<file path="src/rtl/uart_wb_bridge_pkg.sv">
// Shared constants and types for the UART-to-Wishbone command bridge.
package uart_wb_bridge_pkg;

  localparam logic [7:0] OP_WRITE = 8'h57;
  localparam logic [7:0] OP_READ  = 8'h52;
  localparam logic [7:0] RSP_OK   = 8'h4B;
  localparam logic [7:0] RSP_ERR  = 8'h45;

  typedef enum logic [2:0] {
    ST_IDLE     = 3'd0,
    ST_ADDR     = 3'd1,
    ST_DATA     = 3'd2,
    ST_REQ      = 3'd3,
    ST_WAIT_ACK = 3'd4,
    ST_RESP     = 3'd5
  } state_e;

endpackage

</file>
<file path="src/rtl/rsp_serializer.sv">
// Response shifter: holds either a full read word or one status byte and
// streams it out MSB first over a valid/ready byte interface.
module rsp_serializer #(
  parameter int unsigned DATA_BYTES = 16
) (
  input  logic                    i_clk,
  input  logic                    i_rst,
  input  logic                    i_load_word,
  input  logic                    i_load_byte,
  input  logic [DATA_BYTES*8-1:0] i_word,
  input  logic [7:0]              i_byte,
  output logic [7:0]              o_tx_data,
  output logic                    o_tx_valid,
  input  logic                    i_tx_ready,
  output logic                    o_last_c
);

  localparam int unsigned W     = DATA_BYTES * 8;
  localparam int unsigned CNT_W = $clog2(DATA_BYTES + 1);

  logic [W-1:0]     sh_q, sh_d;
  logic [CNT_W-1:0] cnt_q, cnt_d;
  logic [7:0]       data_q, data_d;
  logic             valid_q, valid_d;

  // cnt_q counts bytes still waiting behind the one currently presented
  always_comb begin
    sh_d    = sh_q;
    cnt_d   = cnt_q;
    data_d  = data_q;
    valid_d = valid_q;
    if (i_load_word) begin
      data_d  = i_word[W-1 -: 8];
      sh_d    = {i_word[W-9:0], 8'h00};
      cnt_d   = CNT_W'(DATA_BYTES - 1);
      valid_d = 1'b1;
    end else if (i_load_byte) begin
      data_d  = i_byte;
      sh_d    = '0;
      cnt_d   = '0;
      valid_d = 1'b1;
    end else if (valid_q && i_tx_ready) begin
      if (cnt_q == '0) begin
        valid_d = 1'b0;
        data_d  = 8'h00;
      end else begin
        data_d = sh_q[W-1 -: 8];
        sh_d   = {sh_q[W-9:0], 8'h00};
        cnt_d  = cnt_q - CNT_W'(1);
      end
    end
  end

  always_ff @(posedge i_clk) begin
    if (i_rst) begin
      sh_q    <= '0;
      cnt_q   <= '0;
      data_q  <= 8'h00;
      valid_q <= 1'b0;
    end else begin
      sh_q    <= sh_d;
      cnt_q   <= cnt_d;
      data_q  <= data_d;
      valid_q <= valid_d;
    end
  end

  assign o_tx_data  = data_q;
  assign o_tx_valid = valid_q;
  assign o_last_c   = (cnt_q == '0);

endmodule

</file>
<file path="src/rtl/uart_wb_bridge.sv">
// Byte-stream command bridge: parses 'W'/'R' frames from the UART and issues
// one pipelined Wishbone request per frame, returning the result as bytes.
module uart_wb_bridge
  import uart_wb_bridge_pkg::*;
#(
  parameter int unsigned WB_ADDR_BITS   = 24,
  parameter int unsigned WB_DATA_BITS   = 128,
  parameter int unsigned TIMEOUT_CYCLES = 1_000_000
) (
  input  logic                      i_clk,
  input  logic                      i_rst,
  input  logic [7:0]                i_rx_data,
  input  logic                      i_rx_valid,
  output logic                      o_rx_ready,
  output logic [7:0]                o_tx_data,
  output logic                      o_tx_valid,
  input  logic                      i_tx_ready,
  output logic                      o_wb_cyc,
  output logic                      o_wb_stb,
  output logic                      o_wb_we,
  output logic [WB_ADDR_BITS-1:0]   o_wb_addr,
  output logic [WB_DATA_BITS-1:0]   o_wb_data,
  output logic [WB_DATA_BITS/8-1:0] o_wb_sel,
  input  logic                      i_wb_stall,
  input  logic                      i_wb_ack,
  input  logic [WB_DATA_BITS-1:0]   i_wb_data,
  input  logic                      i_calib_done,
  output logic                      o_busy
);

  localparam int unsigned ADDR_BYTES = (WB_ADDR_BITS + 7) / 8;
  localparam int unsigned DATA_BYTES = WB_DATA_BITS / 8;
  localparam int unsigned MAX_BYTES  = (ADDR_BYTES > DATA_BYTES) ? ADDR_BYTES : DATA_BYTES;
  localparam int unsigned BCNT_W     = $clog2(MAX_BYTES + 1);
  localparam int unsigned TO_W       = $clog2(TIMEOUT_CYCLES + 1);

  state_e                  state_q, state_d;
  logic [BCNT_W-1:0]       bcnt_q, bcnt_d;
  logic [TO_W-1:0]         to_cnt_q, to_cnt_d;
  logic [WB_ADDR_BITS-1:0] addr_q, addr_d;
  logic [WB_DATA_BITS-1:0] wdata_q, wdata_d;
  logic                    is_write_q, is_write_d;
  logic                    rx_ready_q, rx_ready_d;
  logic                    cyc_q, cyc_d;
  logic                    stb_q, stb_d;
  logic                    we_q, we_d;
  logic                    busy_q, busy_d;

  logic                    rx_fire;
  logic                    tx_fire;
  logic                    tx_last_c;
  logic                    load_word_c;
  logic                    load_byte_c;
  logic [7:0]              rsp_byte_c;

  assign rx_fire = i_rx_valid && rx_ready_q;
  assign tx_fire = o_tx_valid && i_tx_ready;

  always_comb begin
    state_d     = state_q;
    bcnt_d      = bcnt_q;
    to_cnt_d    = to_cnt_q;
    addr_d      = addr_q;
    wdata_d     = wdata_q;
    is_write_d  = is_write_q;
    load_word_c = 1'b0;
    load_byte_c = 1'b0;
    rsp_byte_c  = RSP_OK;

    case (state_q)
      ST_IDLE: begin
        if (rx_fire && (i_rx_data == OP_WRITE || i_rx_data == OP_READ)) begin
          is_write_d = (i_rx_data == OP_WRITE);
          if (i_calib_done) begin
            state_d  = ST_ADDR;
            bcnt_d   = '0;
            to_cnt_d = '0;
          end else begin
            load_byte_c = 1'b1;
            rsp_byte_c  = RSP_ERR;
            state_d     = ST_RESP;
          end
        end
      end
      ST_ADDR: begin
        if (rx_fire) begin
          addr_d   = WB_ADDR_BITS'({addr_q, i_rx_data});
          to_cnt_d = '0;
          if (bcnt_q == BCNT_W'(ADDR_BYTES - 1)) begin
            bcnt_d  = '0;
            state_d = is_write_q ? ST_DATA : ST_REQ;
          end else begin
            bcnt_d = bcnt_q + BCNT_W'(1);
          end
        end else if (to_cnt_q == TO_W'(TIMEOUT_CYCLES - 1)) begin
          state_d  = ST_IDLE;
          to_cnt_d = '0;
        end else begin
          to_cnt_d = to_cnt_q + TO_W'(1);
        end
      end
      ST_DATA: begin
        if (rx_fire) begin
          wdata_d  = WB_DATA_BITS'({wdata_q, i_rx_data});
          to_cnt_d = '0;
          if (bcnt_q == BCNT_W'(DATA_BYTES - 1)) begin
            bcnt_d  = '0;
            state_d = ST_REQ;
          end else begin
            bcnt_d = bcnt_q + BCNT_W'(1);
          end
        end else if (to_cnt_q == TO_W'(TIMEOUT_CYCLES - 1)) begin
          state_d  = ST_IDLE;
          to_cnt_d = '0;
        end else begin
          to_cnt_d = to_cnt_q + TO_W'(1);
        end
      end
      ST_REQ: begin
        if (!i_wb_stall) state_d = ST_WAIT_ACK;
      end
      ST_WAIT_ACK: begin
        if (i_wb_ack) begin
          state_d = ST_RESP;
          if (is_write_q) load_byte_c = 1'b1;
          else            load_word_c = 1'b1;
        end
      end
      ST_RESP: begin
        if (tx_fire && tx_last_c) state_d = ST_IDLE;
      end
      default: state_d = ST_IDLE;
    endcase

    // Outputs are registered images of the state being entered
    rx_ready_d = (state_d == ST_IDLE) || (state_d == ST_ADDR) || (state_d == ST_DATA);
    stb_d      = (state_d == ST_REQ);
    cyc_d      = (state_d == ST_REQ) || (state_d == ST_WAIT_ACK);
    we_d       = cyc_d && is_write_d;
    busy_d     = (state_d != ST_IDLE);
  end

  always_ff @(posedge i_clk) begin
    if (i_rst) begin
      state_q    <= ST_IDLE;
      bcnt_q     <= '0;
      to_cnt_q   <= '0;
      addr_q     <= '0;
      wdata_q    <= '0;
      is_write_q <= 1'b0;
      rx_ready_q <= 1'b0;
      cyc_q      <= 1'b0;
      stb_q      <= 1'b0;
      we_q       <= 1'b0;
      busy_q     <= 1'b0;
    end else begin
      state_q    <= state_d;
      bcnt_q     <= bcnt_d;
      to_cnt_q   <= to_cnt_d;
      addr_q     <= addr_d;
      wdata_q    <= wdata_d;
      is_write_q <= is_write_d;
      rx_ready_q <= rx_ready_d;
      cyc_q      <= cyc_d;
      stb_q      <= stb_d;
      we_q       <= we_d;
      busy_q     <= busy_d;
    end
  end

  rsp_serializer #(
    .DATA_BYTES (DATA_BYTES)
  ) u_rsp (
    .i_clk       (i_clk),
    .i_rst       (i_rst),
    .i_load_word (load_word_c),
    .i_load_byte (load_byte_c),
    .i_word      (i_wb_data),
    .i_byte      (rsp_byte_c),
    .o_tx_data   (o_tx_data),
    .o_tx_valid  (o_tx_valid),
    .i_tx_ready  (i_tx_ready),
    .o_last_c    (tx_last_c)
  );

  assign o_rx_ready = rx_ready_q;
  assign o_wb_cyc   = cyc_q;
  assign o_wb_stb   = stb_q;
  assign o_wb_we    = we_q;
  assign o_wb_addr  = addr_q;
  assign o_wb_data  = wdata_q;
  assign o_wb_sel   = '1;
  assign o_busy     = busy_q;

endmodule

</file>
<file path="config.mk">
export PLATFORM = sky130hd
export DESIGN_NAME = uart_wb_bridge
export DESIGN_NICKNAME = d
export VERILOG_FILES = /design/src/rtl/uart_wb_bridge_pkg.sv /design/src/rtl/rsp_serializer.sv /design/src/rtl/uart_wb_bridge.sv
export SDC_FILE = /design/constraint.sdc
export NUM_CORES = 1
export LEC_CHECK = 0
export BUFFER_PORTS_ARGS = -buffer_cell sky130_fd_sc_hd__clkbuf_2
export CAP_MARGIN = 20
export CORE_MARGIN = 5
export CORE_UTILIZATION = 53
export CTS_CLUSTER_DIAMETER = 50
export DETAILED_ROUTE_END_ITERATION = 12
export GPL_TIMING_DRIVEN = 0
export HOLD_SLACK_MARGIN = 0.06
export PLACE_DENSITY = 0.8
export SYNTH_ARGS = -nofsm -noshare
export SYNTH_HDL_FRONTEND = slang
export SYNTH_SLANG_ARGS = --single-unit
</file>
<file path="constraint.sdc">
create_clock -name i_clk -period 2.92 [get_ports i_clk]
set_clock_uncertainty 0.15 [all_clocks]
set_input_delay 0.584 -clock i_clk [delete_from_list [all_inputs] [get_ports i_clk]]
set_output_delay 0.584 -clock i_clk [all_outputs]
set_load 0.02 [all_outputs]
</file>
# ---- Yosys cells after proc, flatten, opt, wreduce, memory -nomap -nowiden
# Cells that the tools add are included.
dict set report op_classes {
  n_addsub 3
  n_mul 0
  n_div 0
  n_lt_le_gt_ge 0
  n_eq_ne 19
  shifts 0
  n_mux 53
  bitwise 1
  n_reduce_logical 26
}
# op count
set ops {}
lappend ops {{$mux W128} 4}
lappend ops {{$mux W20} 4}
lappend ops {{$pmux W20 S2} 1}
lappend ops {{$mux W8} 4}
lappend ops {{$mux W3} 10}
lappend ops {{$mux W5} 6}
lappend ops {{$mux W4} 7}
lappend ops {{$add A20 B1 Y20 const B} 1}
lappend ops {{$eq A20 B20 Y1 const B} 1}
lappend ops {{$pmux W3 S6} 1}
lappend ops {{$eq A8 B7 Y1 const B} 2}
lappend ops {{$pmux W5 S3} 1}
lappend ops {{$mux W1} 14}
lappend ops {{$eq A3 B2 Y1 const B} 4}
lappend ops {{$reduce_bool A3 Y1} 4}
lappend ops {{$reduce_and A2 Y1} 5}
lappend ops {{$eq A3 B3 Y1 const B} 3}
lappend ops {{$ne A2 B2 Y1 const B} 4}
lappend ops {{$eq A3 B1 Y1 const B} 2}
lappend ops {{$logic_not A3 Y1} 2}
lappend ops {{$add A5 B1 Y5 const B} 1}
lappend ops {{$eq A5 B2 Y1 const B} 1}
lappend ops {{$eq A5 B4 Y1 const B} 1}
lappend ops {{$logic_and A1 B1 Y1} 5}
lappend ops {{11 further kinds} 14}
dict set report word_totals {
  ff_bits 320
  latchBits 0
  ramBits 0
  rom_bits 0
  word_cells 118
  mem_count 0
}

# ---- Longest topological paths before layout
# Gate-level depths: netlist of the first run.
dict set report depth {
  ltp_word 8
  depth_mapped 10
  depth_no_buf 9
}

# ---- By module
# A second synthesis of the first run with hierarchy kept.
dict set report hier_totals {
  cells_unflattened 1799
  hier_area_um2 14993.1
}
# mod n_inst cells_each area_per_inst_um2 seq_area_each_um2
set modules_own_cells {}
lappend modules_own_cells {rsp_serializer 1 887 7687.4 2682.6}
lappend modules_own_cells {uart_wb_bridge 1 912 7305.8 3723.6}

# ---- Worst setup path after synthesis of the first run
# No wires, ideal clock.
dict set report synth_timing {
  path_kind {in2reg}
  start {input i_rx_data[5]}
  end {register to_cnt_q[18]}
  arrival_ps 2064
  required_ps 2700
  path_slack_ps 636
  stages 6
  path_cell_list {and4bb_2 -> nand4_1 -> a211oi_2 -> nand3_1 -> or3_1 -> a21oi_1}
}
dict set report synth_via {
  elab_chain_len 5
}
# item line_no
set synth_rtl {}
lappend synth_rtl {{start, declared} uart_wb_bridge.sv:12} ;# input logic [7:0] i_rx_data,
lappend synth_rtl {{$eq A8 B7 Y1} uart_wb_bridge.sv:72} ;# if (rx_fire && (i_rx_data == OP_WRITE || i_rx_data == OP_READ)) begin
lappend synth_rtl {{$logic_or A1 B1 Y1 *} uart_wb_bridge.sv:72}
lappend synth_rtl {{$logic_and A1 B1 Y1 *} uart_wb_bridge.sv:72}
lappend synth_rtl {{$ne A2 B2 Y1 (no line) *} --}
lappend synth_rtl {{$reduce_and A3 Y1 (no line) *} --}
lappend synth_rtl {{end signal, assigned} uart_wb_bridge.sv:159} ;# to_cnt_q <= to_cnt_d;
lappend synth_rtl {{end, declared} uart_wb_bridge.sv:39} ;# logic [TO_W-1:0] to_cnt_q, to_cnt_d;
# Every way passes the cells marked *; elsewhere a longest branch is shown, timed or not.
# A chain may end at the register's enable or synchronous reset.

# ---- Final worst setup path of the first run
dict set report layout_timing {
  start {register state_q[1]}
  end {register u_rsp.sh_q[94]}
}
dict set report layout_via {
  elab_chain_len 4
}
# item line_no
set layout_rtl {}
lappend layout_rtl {{start, declared} uart_wb_bridge.sv:37} ;# state_e state_q, state_d;
lappend layout_rtl {{start signal, assigned} uart_wb_bridge.sv:157} ;# state_q <= state_d;
lappend layout_rtl {{$eq A3 B3 Y1 / $logic_not A3 Y1 (equally long branches)} uart_wb_bridge.sv:70} ;# case (state_q)
lappend layout_rtl {{$pmux W1 S2 / $mux W1 (equally long branches)} uart_wb_bridge.sv:70}
lappend layout_rtl {{$ne A3 B1 Y1 (no line), or another cell as far along} --}
lappend layout_rtl {{$reduce_and A2 Y1 (no line) / $mux W128 (equally long branches)} --}
lappend layout_rtl {{end signal, assigned} rsp_serializer.sv:56} ;# sh_q <= '0;
lappend layout_rtl {{end signal, assigned} rsp_serializer.sv:61} ;# sh_q <= sh_d;
lappend layout_rtl {{end, declared} rsp_serializer.sv:21} ;# logic [W-1:0] sh_q, sh_d;
# Several ways; a longest one is shown, not always the timed one.

==> impl_metrics.env, run 1 <==
export IMPL_status="completed"
export IMPL_netlist_top_cells_area="dfxtp_1 50%, nand2_1 13%, a21oi_1 7.2%"
export IMPL_antenna_found_initial=5
export IMPL_worstRegToRegCells=8
export IMPL_clk_path_buf_depth=3
export IMPL_fin_nets=2163
export IMPL_critPathMaxStageDelay_ns=0.35
export IMPL_synth_simple_area_share_pct=22.5
export IMPL_first_iter_violations=873
export IMPL_start_util_pct=53.3
export IMPL_grt_pass1_vias=12300
export IMPL_cp_arrival_ns=2.91
export IMPL_pre_cts_ws_ns=0.0833
export IMPL_drt_pass1_iterations=6
export IMPL_synthXorXnorAreaFrac_pct=1.50
export IMPL_crit_buf_inv=3
export IMPL_synth_seq_cells=320
export IMPL_power_density_nw_per_um2=557
export IMPL_cts_buffers=34
export IMPL_cts_sinks=320
export IMPL_setup_tns_final_ns=0
export IMPL_die_h_um=166
export IMPL_post_cts_buffers=0
export IMPL_grt_max_degree=15
export IMPL_crit_required_ns=3.18
export IMPL_htree_num_levels=2
export IMPL_period_needed_ns=2.65
export IMPL_ir_drop_uv=452
export IMPL_timing_rr_end="u_rsp.sh_q[94]$_SDFFE_PP0P_"
export IMPL_die_w_um=166
export IMPL_critical_path_top_delay_family="buffers and inverters"
export IMPL_syn_area_sq_um=12800
export IMPL_syn_to_final_growth_pct=24.2
export IMPL_coreArea_sq_um=24100
export IMPL_rows=57
export IMPL_instances_no_fill=2360
export IMPL_drcViolationCount=0
export IMPL_cts_hold_buffers=0
export IMPL_final_period_utilization_pct=90.6
export IMPL_leakagePower_nw=6.06
export IMPL_netlist_instances=1654
export IMPL_synth_ff_type="dfxtp_1"
export IMPL_end_kind="flop"
export IMPL_ant_nets=0
export IMPL_vias=12700
export IMPL_synth_top_area_cell="dfxtp_1"
export IMPL_drive_gt1_share_pct=20.3
export IMPL_holdPathEnd="u_rsp.sh_q[30]$_SDFFE_PP0P_"
export IMPL_multi_input_area_sq_um=5840
export IMPL_max_freq_mhz=378
export IMPL_critPathSlowestCell="clkbuf_1"
export IMPL_fillCellCount=2156
export IMPL_path_class="reg -> reg"
export IMPL_r2r_start="state_q[1]$_SDFF_PP0_"
export IMPL_numPortBuffers=308
export IMPL_synth_top_cell_area_share_pct=49.9
export IMPL_hold_slack_ns=0.148
export IMPL_synth_most_common_cell="nand2_1"
export IMPL_grt_overflow_total=0
export IMPL_dpl_cell_count=2301
export IMPL_wl_um=38200
export IMPL_seqCellArea_sq_um=6410
export IMPL_synth_compound_area_share_pct=20.3
export IMPL_syn_avg_cell_area_sq_um=7.77
export IMPL_clk_pin_slew_ns=0.06
export IMPL_worst_path_max_fanout=10
export IMPL_hpwl_um=28800
export IMPL_layout_setup_ws_ns=0.274
export IMPL_crit_chain="clkbuf_1 -> nor4b_2 -> and4_1 -> nor2_4 -> buf_2 -> clkbuf_1 -> o21ai_0 -> a211oi_1"
export IMPL_worstMarginPinSlew_ns=0.732
export IMPL_total_power_mw=8.88
export IMPL_gp_congestion=0.917
export IMPL_min_delay_start="i_wb_data[22]"
export IMPL_synth_distinct_cells=54
export IMPL_yosys_top_cells_count="454 x nand2_1, 320 x dfxtp_1, 185 x a21oi_1, 172 x nor2_1, 139 x o21ai_0"
export IMPL_die_area_sq_um=27500
export IMPL_hold_class="in -> reg"
export IMPL_synth_edf_count=0
export IMPL_cts_root_buf="clkbuf_16"
export IMPL_maxSlewHeadroom_pct=51.2
export IMPL_finalHoldViolCount=0
export IMPL_setup_viol_count_final=0
export IMPL_synth_top_family_by_area="simple AND/OR/NAND/NOR gates"
export IMPL_hold_depth=3
export IMPL_clk_latency_ns=0.51
export IMPL_grt_setup_unrepaired="false"
export IMPL_drv_slew=0
export IMPL_wire_per_inst_um=16.2
export IMPL_reg2reg_slack_ns=0.27
export IMPL_grt_pass1_wl_um=61400
export IMPL_cap_violations=0
export IMPL_start_kind="flop"
export IMPL_synth_async_sr_flop_share_pct=0
export IMPL_viasPerCell=5.38
export IMPL_ys_seq_area_share_pct=49.9
export IMPL_muxShareOfSynthArea_pct=0
export IMPL_crit_top_cell="clkbuf_1"
export IMPL_yosysWarnings=0
export IMPL_synthAdderAreaFrac_pct=0.682
export IMPL_grt_usage_pct=26.4
export IMPL_cts_resized=0
export IMPL_cts_tree="yes"
export IMPL_ios=325
-- routing by layer --
metal	GRT usage [%]	part of all wire [%]	vias up
li1	-	-	6257
met1	32.3	42	5901
met2	46.4	48	440
met3	5.86	6.8	83
met4	8.68	3.0	8
met5	0	0.14	-
-- flip-flops by register name, summed over array words and instances, names as in the netlist, 3 cells and up --
name,flops
bcnt_q,5
u_rsp.cnt_q,5
o_wb_addr,24
state_q,3
o_wb_data,128
u_rsp.o_tx_data,8
to_cnt_q,20
u_rsp.sh_q,120
-- worst reg2reg max path: stages, from the launching register on --
cell and delay [ns]:
dfxtp_1 0.30, clkbuf_1 0.32, nor4b_2 0.11, and4_1 0.31, nor2_4 0.29, buf_2 0.32, clkbuf_1 0.35, o21ai_0 0.16
a211oi_1 0.25
-- final cells by class --
cell class	instances	share of cell area, %
Clock inverter	10	0.808
Buffer	139	3.86
Clock buffer	48	6.11
Inverter	12	0.282
Timing Repair Buffer	308	9.66
Tap cell	324	2.54
Sequential cell	320	40.1
Antenna cell	1	0.0157
Multi-Input combinational cell	1198	36.6
-- placed cells by master, fill, tap and decap left out, types with 18 or more instances in the layout --
cell type,instances
nor2_1,172
clkbuf_2,308
a21oi_1,185
buf_2,21
o21ai_0,139
clkbuf_1,106
a211oi_1,105
nand2_1,454
buf_4,18
dfxtp_1,320
clkbuf_16,35
-- kinds of logic after synthesis --
kind of cell             count (synthesis)
AO/OA/AOI/OAI                          451
XOR/XNOR                                22
adder cells (fa/ha/maj)                  7
buffers and inverters                  151
flip-flops                             320
other                                    1
AND/OR/NAND/NOR                        702
-- stage by stage --
| stage | cell area [sq um] | utilization (%) |
|---|---|---|
| finish | 16000 | 66.2 |
| global route | 16000 | 66.2 |
| CTS | 16000 | 66.2 |
| detailed placement | 14900 | 61.6 |
| global placement | 14900 | 61.6 |
| floorplan | 12900 | - |
-- worst max-delay path by stage --
stage	from	slack, ns	depth (start not counted)	to
after floorplan	i_rx_data[5]	0.64	6	to_cnt_q[18]$_SDFFE_PP0P_
after global placement	i_rx_data[5]	0.1	8	u_rsp.sh_q[118]$_SDFFE_PP0P_
after detailed placement	i_rx_data[5]	0.08	8	u_rsp.sh_q[118]$_SDFFE_PP0P_
after CTS	state_q[1]$_SDFF_PP0_	0.27	7	o_wb_data[111]$_SDFFE_PP0P_
after global routing	state_q[1]$_SDFF_PP0_	0.05	8	u_rsp.sh_q[93]$_SDFFE_PP0P_
final	state_q[1]$_SDFF_PP0_	0.27	8	u_rsp.sh_q[94]$_SDFFE_PP0P_
-- where the power goes --
part | leakage [nW] | internal, mW | switching [mW]
combinational | 2.94 | 0.108 | 0.164
sequential | 2.58 | 4.37 | 0.00379
clock | 0.539 | 2.52 | 1.72
total | 6.06 | 6.99 | 1.89
Power figures use the tool's default switching activity.
==> run 2: changes to the inputs <==
Settings changed: ABC_AREA from default to 1, CORE_UTILIZATION 53 to 54, CTS_CLUSTER_DIAMETER 50 to 30.
==> run 2 against run 1 <==
Flip-flop and latch count is the same. Clock-buffer cell count grew 22. Sequential share of layout area shrank 5.1 points. Design area grew 15%. Utilization grew 4.6 points. Combinational power is essentially flat. Non-clock buffer count grew 23. Final cell count grew 19%.
==> impl_metrics.env, run 2 <==
export IMPL_synthAdderAreaFrac_pct=0.625
export IMPL_hold_depth=3
export IMPL_grt_setup_unrepaired="false"
export IMPL_setup_tns_final_ns=0
export IMPL_final_common_cell="nor2_1"
export IMPL_holdPathEnd="u_rsp.sh_q[12]$_SDFFE_PP0P_"
export IMPL_rows=59
export IMPL_numPortBuffers=307
export IMPL_first_iter_violations=1404
export IMPL_leakagePower_nw=9.36
export IMPL_die_w_um=171
export IMPL_largest_register_ffs=128
export IMPL_netlist_top_cells_area="dfxtp_1 46%, nor2_1 15%, o21ai_0 10%"
export IMPL_worstRegToRegCells=11
export IMPL_cts_hold_buffers=0
export IMPL_fillCellCount=2142
export IMPL_synth_compound_area_share_pct=13.0
export IMPL_max_freq_mhz=413
export IMPL_instances_no_fill=2809
export IMPL_start_util_pct=54.3
export IMPL_synth_ff_type="dfxtp_1"
export IMPL_wire_per_inst_um=16.5
export IMPL_clk_latency_ns=0.58
export IMPL_die_area_sq_um=29300
export IMPL_clk_pin_slew_ns=0.05
export IMPL_cts_root_buf="clkbuf_16"
export IMPL_grt_overflow_total=0
export IMPL_switching_power_mw=2.66
export IMPL_maxSlewHeadroom_pct=48.8
export IMPL_clk_path_buf_depth=3
export IMPL_ir_drop_uv=572
export IMPL_synth_top_family_by_area="simple AND/OR/NAND/NOR gates"
export IMPL_r2r_start="state_q[0]$_SDFF_PP0_"
export IMPL_worstMarginPinSlew_ns=0.767
export IMPL_post_cts_buffers=0
export IMPL_final_period_utilization_pct=82.9
export IMPL_synth_simple_area_share_pct=33.3
export IMPL_p_comb_share_pct=2.2
export IMPL_cts_buffers=60
export IMPL_gp_congestion=0.951
export IMPL_dpl_cell_count=2695
export IMPL_path_class="reg -> reg"
export IMPL_power_density_nw_per_um2=672
export IMPL_status="completed"
export IMPL_drv_slew=0
export IMPL_synth_top_area_cell="dfxtp_1"
export IMPL_period_needed_ns=2.42
export IMPL_cts_sinks=320
export IMPL_ys_seq_area_share_pct=45.7
export IMPL_wl_um=46300
export IMPL_yosys_top_cells_count="566 x nor2_1, 369 x nand2_1, 320 x dfxtp_1, 280 x o21ai_0, 130 x nand4_1"
export IMPL_drt_pass1_iterations=7
export IMPL_hpwl_um=33300
export IMPL_cap_violations=0
export IMPL_setup_viol_count_final=0
export IMPL_min_delay_start="i_wb_data[4]"
export IMPL_end_kind="flop"
export IMPL_finalHoldViolCount=0
export IMPL_grt_max_degree=17
export IMPL_viasPerCell=5.47
export IMPL_cts_resized=0
export IMPL_coreArea_sq_um=25800
export IMPL_hold_class="in -> reg"
export IMPL_ant_nets=0
export IMPL_start_kind="flop"
export IMPL_synth_top_cell_area_share_pct=45.7
export IMPL_grt_usage_pct=30.2
export IMPL_yosysWarnings=0
export IMPL_worst_path_max_fanout=10
export IMPL_drcViolationCount=0
export IMPL_die_h_um=171
export IMPL_synth_seq_cells=320
export IMPL_n_antenna_cell=0
export IMPL_syn_to_final_growth_pct=30.5
export IMPL_cp_arrival_ns=2.72
export IMPL_p_int_mw=9.64
export IMPL_seqPwrFrac_pct=35.6
export IMPL_grt_pass1_vias=14800
export IMPL_clockPowerShare_pct=62.1
export IMPL_ios=325
export IMPL_netlist_instances=2038
export IMPL_synth_distinct_cells=39
export IMPL_antenna_found_initial=1
export IMPL_layout_common_cells="566 x nor2_1, 369 x nand2_1, 320 x dfxtp_1"
export IMPL_vias=15400
export IMPL_fin_nets=2572
export IMPL_timing_rr_end="u_rsp.sh_q[77]$_SDFFE_PP0P_"
export IMPL_htree_num_levels=2
export IMPL_synth_async_sr_flop_share_pct=0
export IMPL_reg2reg_slack_ns=0.50
export IMPL_syn_avg_cell_area_sq_um=6.88
export IMPL_p_sw_share_pct=21.6
export IMPL_cts_tree="yes"
export IMPL_muxShareOfSynthArea_pct=0
export IMPL_synth_most_common_cell="nor2_1"
export IMPL_synthXorXnorAreaFrac_pct=0.500
export IMPL_grt_pass1_wl_um=72700
export IMPL_drive_gt1_share_pct=20.3
export IMPL_synth_edf_count=0
export IMPL_syn_area_sq_um=14000
export IMPL_crit_required_ns=3.22
## run 2: power by group through the flow
stage               logic, mW  registers, mW  clock network, mW
floorplan               0.112           4.47                  0
global placement        0.263           4.47                  0
detailed placement      0.265           4.47                  0
CTS                     0.268           4.38               7.67
global route            0.292           4.38               7.90
finish                  0.272           4.38               7.64
## run 2: layout make-up
| cell class | count | area [sq um] | share of cell area (%) |
|---|---|---|---|
| Multi-Input combinational cell | 1508 | 6700 | 36.6 |
| Clock buffer | 70 | 1610 | 8.79 |
| Sequential cell | 320 | 6410 | 35.0 |
| Tap cell | 335 | 419 | 2.29 |
| Timing Repair Buffer | 307 | 1540 | 8.40 |
| Buffer | 163 | 741 | 4.05 |
| Clock inverter | 44 | 661 | 3.61 |
| Inverter | 62 | 233 | 1.27 |
## run 2: metal layers
layer | global-route usage (%) | part of all wire (%) | vias up
met4 | 12.3 | 3.8 | 2
met3 | 9.77 | 11 | 140
met1 | 36.1 | 39 | 7063
li1 | - | - | 7425
met5 | 0 | 0.028 | -
met2 | 50.5 | 47 | 745
## run 2: worst max-delay path, stage by stage (launching register included)
cell and delay [ns]:
dfxtp_1 0.47, nor2_4 0.08, nand3_2 0.16, inv_2 0.06, nand2_4 0.14, nand2_4 0.12
nor2_4 0.19, nand2_2 0.14, buf_2 0.25, clkbuf_2 0.21, o21ai_0 0.24, nor2_1 0.07
## run 2: worst max-delay path by stage
stage                               start                      endpoint  slack, ns  depth (start not counted)
floorplan                      i_rx_valid  u_rsp.sh_q[120]$_SDFFE_PP0P_       0.87                         10
global placement                    i_rst    o_wb_addr[20]$_SDFFE_PP0P_       0.11                          7
detailed placement                  i_rst    o_wb_addr[13]$_SDFFE_PP0P_       0.10                          7
CTS                 state_q[1]$_SDFF_PP0_     o_wb_data[8]$_SDFFE_PP0P_       0.51                          9
global route        state_q[1]$_SDFF_PP0_     o_wb_data[8]$_SDFFE_PP0P_       0.32                          9
finish              state_q[0]$_SDFF_PP0_   u_rsp.sh_q[77]$_SDFFE_PP0P_       0.50                         11
## run 2: stage by stage
| step | util, % | hold WS, ns | total power, mW | cell area, sq um | worst slack, ns |
|---|---|---|---|---|---|
| after detailed placement | 62.0 | 0.309 | 4.73 | 16000 | 0.101 |
| after global placement | 62.0 | 0.301 | 4.73 | 16000 | 0.113 |
| after floorplan | - | 0.290 | 4.58 | 14100 | 0.867 |
| after CTS | 70.8 | 0.104 | 12.3 | 18300 | 0.511 |
| after global routing | 70.8 | 0.124 | 12.6 | 18300 | 0.323 |
| final | 70.8 | 0.120 | 12.3 | 18300 | 0.500 |
## run 2: cell families (layout without fill, tap and decap cells)
kind of cell               Yosys count  after routing
buffers and inverters              225            646
xor gates and xnor gates             8              8
other                                1             16
and+or+nand+nor                   1118           1118
DFF                                320            320
AOI/OAI and AO/OA                  359            359
adders and majority gates            7              7
==> run 3: changes to the inputs <==
Settings changed: ABC_AREA 1 to 0, CORE_UTILIZATION 54 to 48, PLACE_DENSITY 0.8 to 0.76.
Clock period 2.92 ns to 2.1 ns, I/O delays scaled along.
==> run 3 against run 2 <==
The flow now finishes with violations (setup timing). Global-route usage is 1.8 points lower. Hold slack got worse by 0.030 ns. Die area up 2.9%. Register-to-register slack worse by 0.77 ns. First-iteration DRC count fell by 18%. Via count is 3.1% lower. Critical path depth decreased by 1. Total power is 36% higher. Sequential share of layout area fell by 3.7 points. Sequential power up 39%. Flip-flop and latch count unchanged. Design area up 12%.
==> impl_metrics.env, run 3 (synthesized netlist as in run 1, its figures left out) <==
export IMPL_cts_tree="yes"
export IMPL_cts_root_buf="clkbuf_16"
export IMPL_critPathSlowestCell="dfxtp_2"
export IMPL_grt_usage_pct=28.5
export IMPL_max_freq_mhz=423
export IMPL_final_period_utilization_pct=113
export IMPL_wl_um=52600
export IMPL_multi_input_area_sq_um=7020
export IMPL_die_h_um=174
export IMPL_numPortBuffers=308
export IMPL_grt_setup_unrepaired="true"
export IMPL_leakagePower_nw=8.05
export IMPL_final_area_sq_um=20500
export IMPL_layout_common_cells="452 x nand2_1, 340 x clkbuf_2, 309 x dfxtp_1"
export IMPL_cts_buffers=61
export IMPL_ant_nets=0
export IMPL_finalHoldViolCount=0
export IMPL_fillCellCount=1606
export IMPL_clk_latency_ns=0.56
export IMPL_cap_violations=0
export IMPL_instances_no_fill=2599
export IMPL_end_kind="flop"
export IMPL_fin_nets=2363
export IMPL_maxSlewHeadroom_pct=42.5
export IMPL_worstMarginPinSlew_ns=0.862
export IMPL_dpl_cell_count=2312
export IMPL_placedInstanceArea_sq_um=14900
export IMPL_violations="setup timing"
export IMPL_power_density_nw_per_um2=812
export IMPL_cts_sinks=320
export IMPL_rows=59
export IMPL_grt_overflow_total=0
export IMPL_final_common_cell="nand2_1"
export IMPL_crit_required_ns=2.36
export IMPL_layout_setup_ws_ns=-0.265
export IMPL_setup_viol_count_final=139
export IMPL_drv_slew=0
export IMPL_grt_max_degree=15
export IMPL_htree_num_levels=2
export IMPL_drt_pass1_iterations=5
export IMPL_critPathMaxStageDelay_ns=0.34
export IMPL_coreArea_sq_um=26200
export IMPL_crit_chain="inv_2 -> ha_2 -> or4b_4 -> nand3_4 -> buf_12 -> buf_6 -> nor4_1 -> xor2_1 -> a21oi_1 -> nor2_1"
export IMPL_grt_pass1_vias=13800
export IMPL_antenna_found_initial=3
export IMPL_hpwl_um=29500
export IMPL_final_core_util_pct=78.4
export IMPL_first_iter_violations=1145
export IMPL_clk_path_buf_depth=3
export IMPL_vias=14900
export IMPL_min_delay_start="i_rx_data[7]"
export IMPL_r2r_start="u_rsp.cnt_q[0]$_SDFFE_PP0P_"
export IMPL_worst_path_max_fanout=8
export IMPL_status="complete, but fails checks"
export IMPL_drive_gt1_share_pct=35.0
export IMPL_hold_class="in -> reg"
export IMPL_hold_slack_ns=0.0896
export IMPL_startpoint="u_rsp.cnt_q[0]$_SDFFE_PP0P_"
export IMPL_pre_cts_ws_ns=-0.552
export IMPL_setup_tns_final_ns=-15.92
export IMPL_cp_arrival_ns=2.63
export IMPL_start_util_pct=49.0
export IMPL_start_kind="flop"
export IMPL_viasPerCell=5.73
export IMPL_wire_per_inst_um=20.2
export IMPL_ios=325
export IMPL_drcViolationCount=0
export IMPL_gp_congestion=0.915
export IMPL_grt_pass1_wl_um=71600
export IMPL_die_area_sq_um=30100
export IMPL_largest_register_ffs=128
export IMPL_die_w_um=174
export IMPL_seqCellArea_sq_um=6420
export IMPL_period_needed_ns=2.37
export IMPL_total_power_mw=16.7
export IMPL_clk_pin_slew_ns=0.05
export IMPL_ir_drop_uv=708
export IMPL_path_class="reg -> reg"
export IMPL_syn_to_final_growth_pct=59.9
run 3: cell count changes in the layout (fill, tap and decap cells not counted), sizes merged, moves of 6 or more:
cell / before / now
nand3: 29 / 15
a211oi: 1 / 107
a21oi: 61 / 186
buf: 64 / 92
a22oi: 1 / 8
inv: 74 / 14
xnor2: 2 / 11
nor2b: 0 / 6
nor2: 570 / 174
o21ai: 291 / 142
nand4: 131 / 8
nand2: 372 / 454
dlygate4sd3: 0 / 130
run 3: what timing repair did:
item / 4_1_cts / 5_1_grt
pin swaps: 38 / 89
hold endpoints to repair: 137 / 0
buffers inserted: 13 / 13
resized for setup: 105 / 498
endpoints found under the setup margin: 296 / 300
hold buffers: 130 / 0
gates cloned: 2 / 18
run 3: area by class of cell:
cell class,count,area share [%]
multi-input combinational,1199,34.2
sequential,320,31.3
timing repair buffer,483,17.0
clock buffer,77,8.06
buffer,136,4.96
clock inverter,34,2.22
tap,335,2.04
inverter,12,0.219
antenna,3,0.0365
run 3: per-layer routing:
layer  up-vias  track usage (%)  routed length, um  part of all wire [%]
met5         -                0                  0                     0
li1       6705                -                  -                     -
met1      7001             33.5              19000                    36
met3       260             6.30               4640                   8.8
met4         0             11.7               3090                   5.9
met2       936             50.2              25900                    49
run 3: path summary, 6_finish.rpt:
check                           endpoint  slack (ns)  cells after the start
max          u_rsp.cnt_q[3]$_SDFFE_PP0P_       -0.27                     10
min            o_wb_data[7]$_SDFFE_PP0P_        0.09                      3
max reg2reg  u_rsp.cnt_q[3]$_SDFFE_PP0P_       -0.27                     10
min reg2reg   o_wb_addr[20]$_SDFFE_PP0P_        0.30                      2
run 3: where the power goes:
part | internal, mW | switching, mW | total [mW]
Clock | 6.67 | 3.27 | 9.94
Combinational | 0.325 | 0.328 | 0.653
Sequential | 6.09 | 0.00830 | 6.10
Total | 13.1 | 3.60 | 16.7
run 3: worst max-delay path, delay by kind of cell (launching register included):
| family | cells | cell delay (ns) |
|---|---|---|
| DFF | 1 | 0.34 |
| adders and majority gates | 1 | 0.17 |
| AOI/OAI and AO/OA | 1 | 0.19 |
| and+or+nand+nor | 4 | 0.79 |
| buffers and inverters | 3 | 0.40 |
| xor gates and xnor gates | 1 | 0.15 |
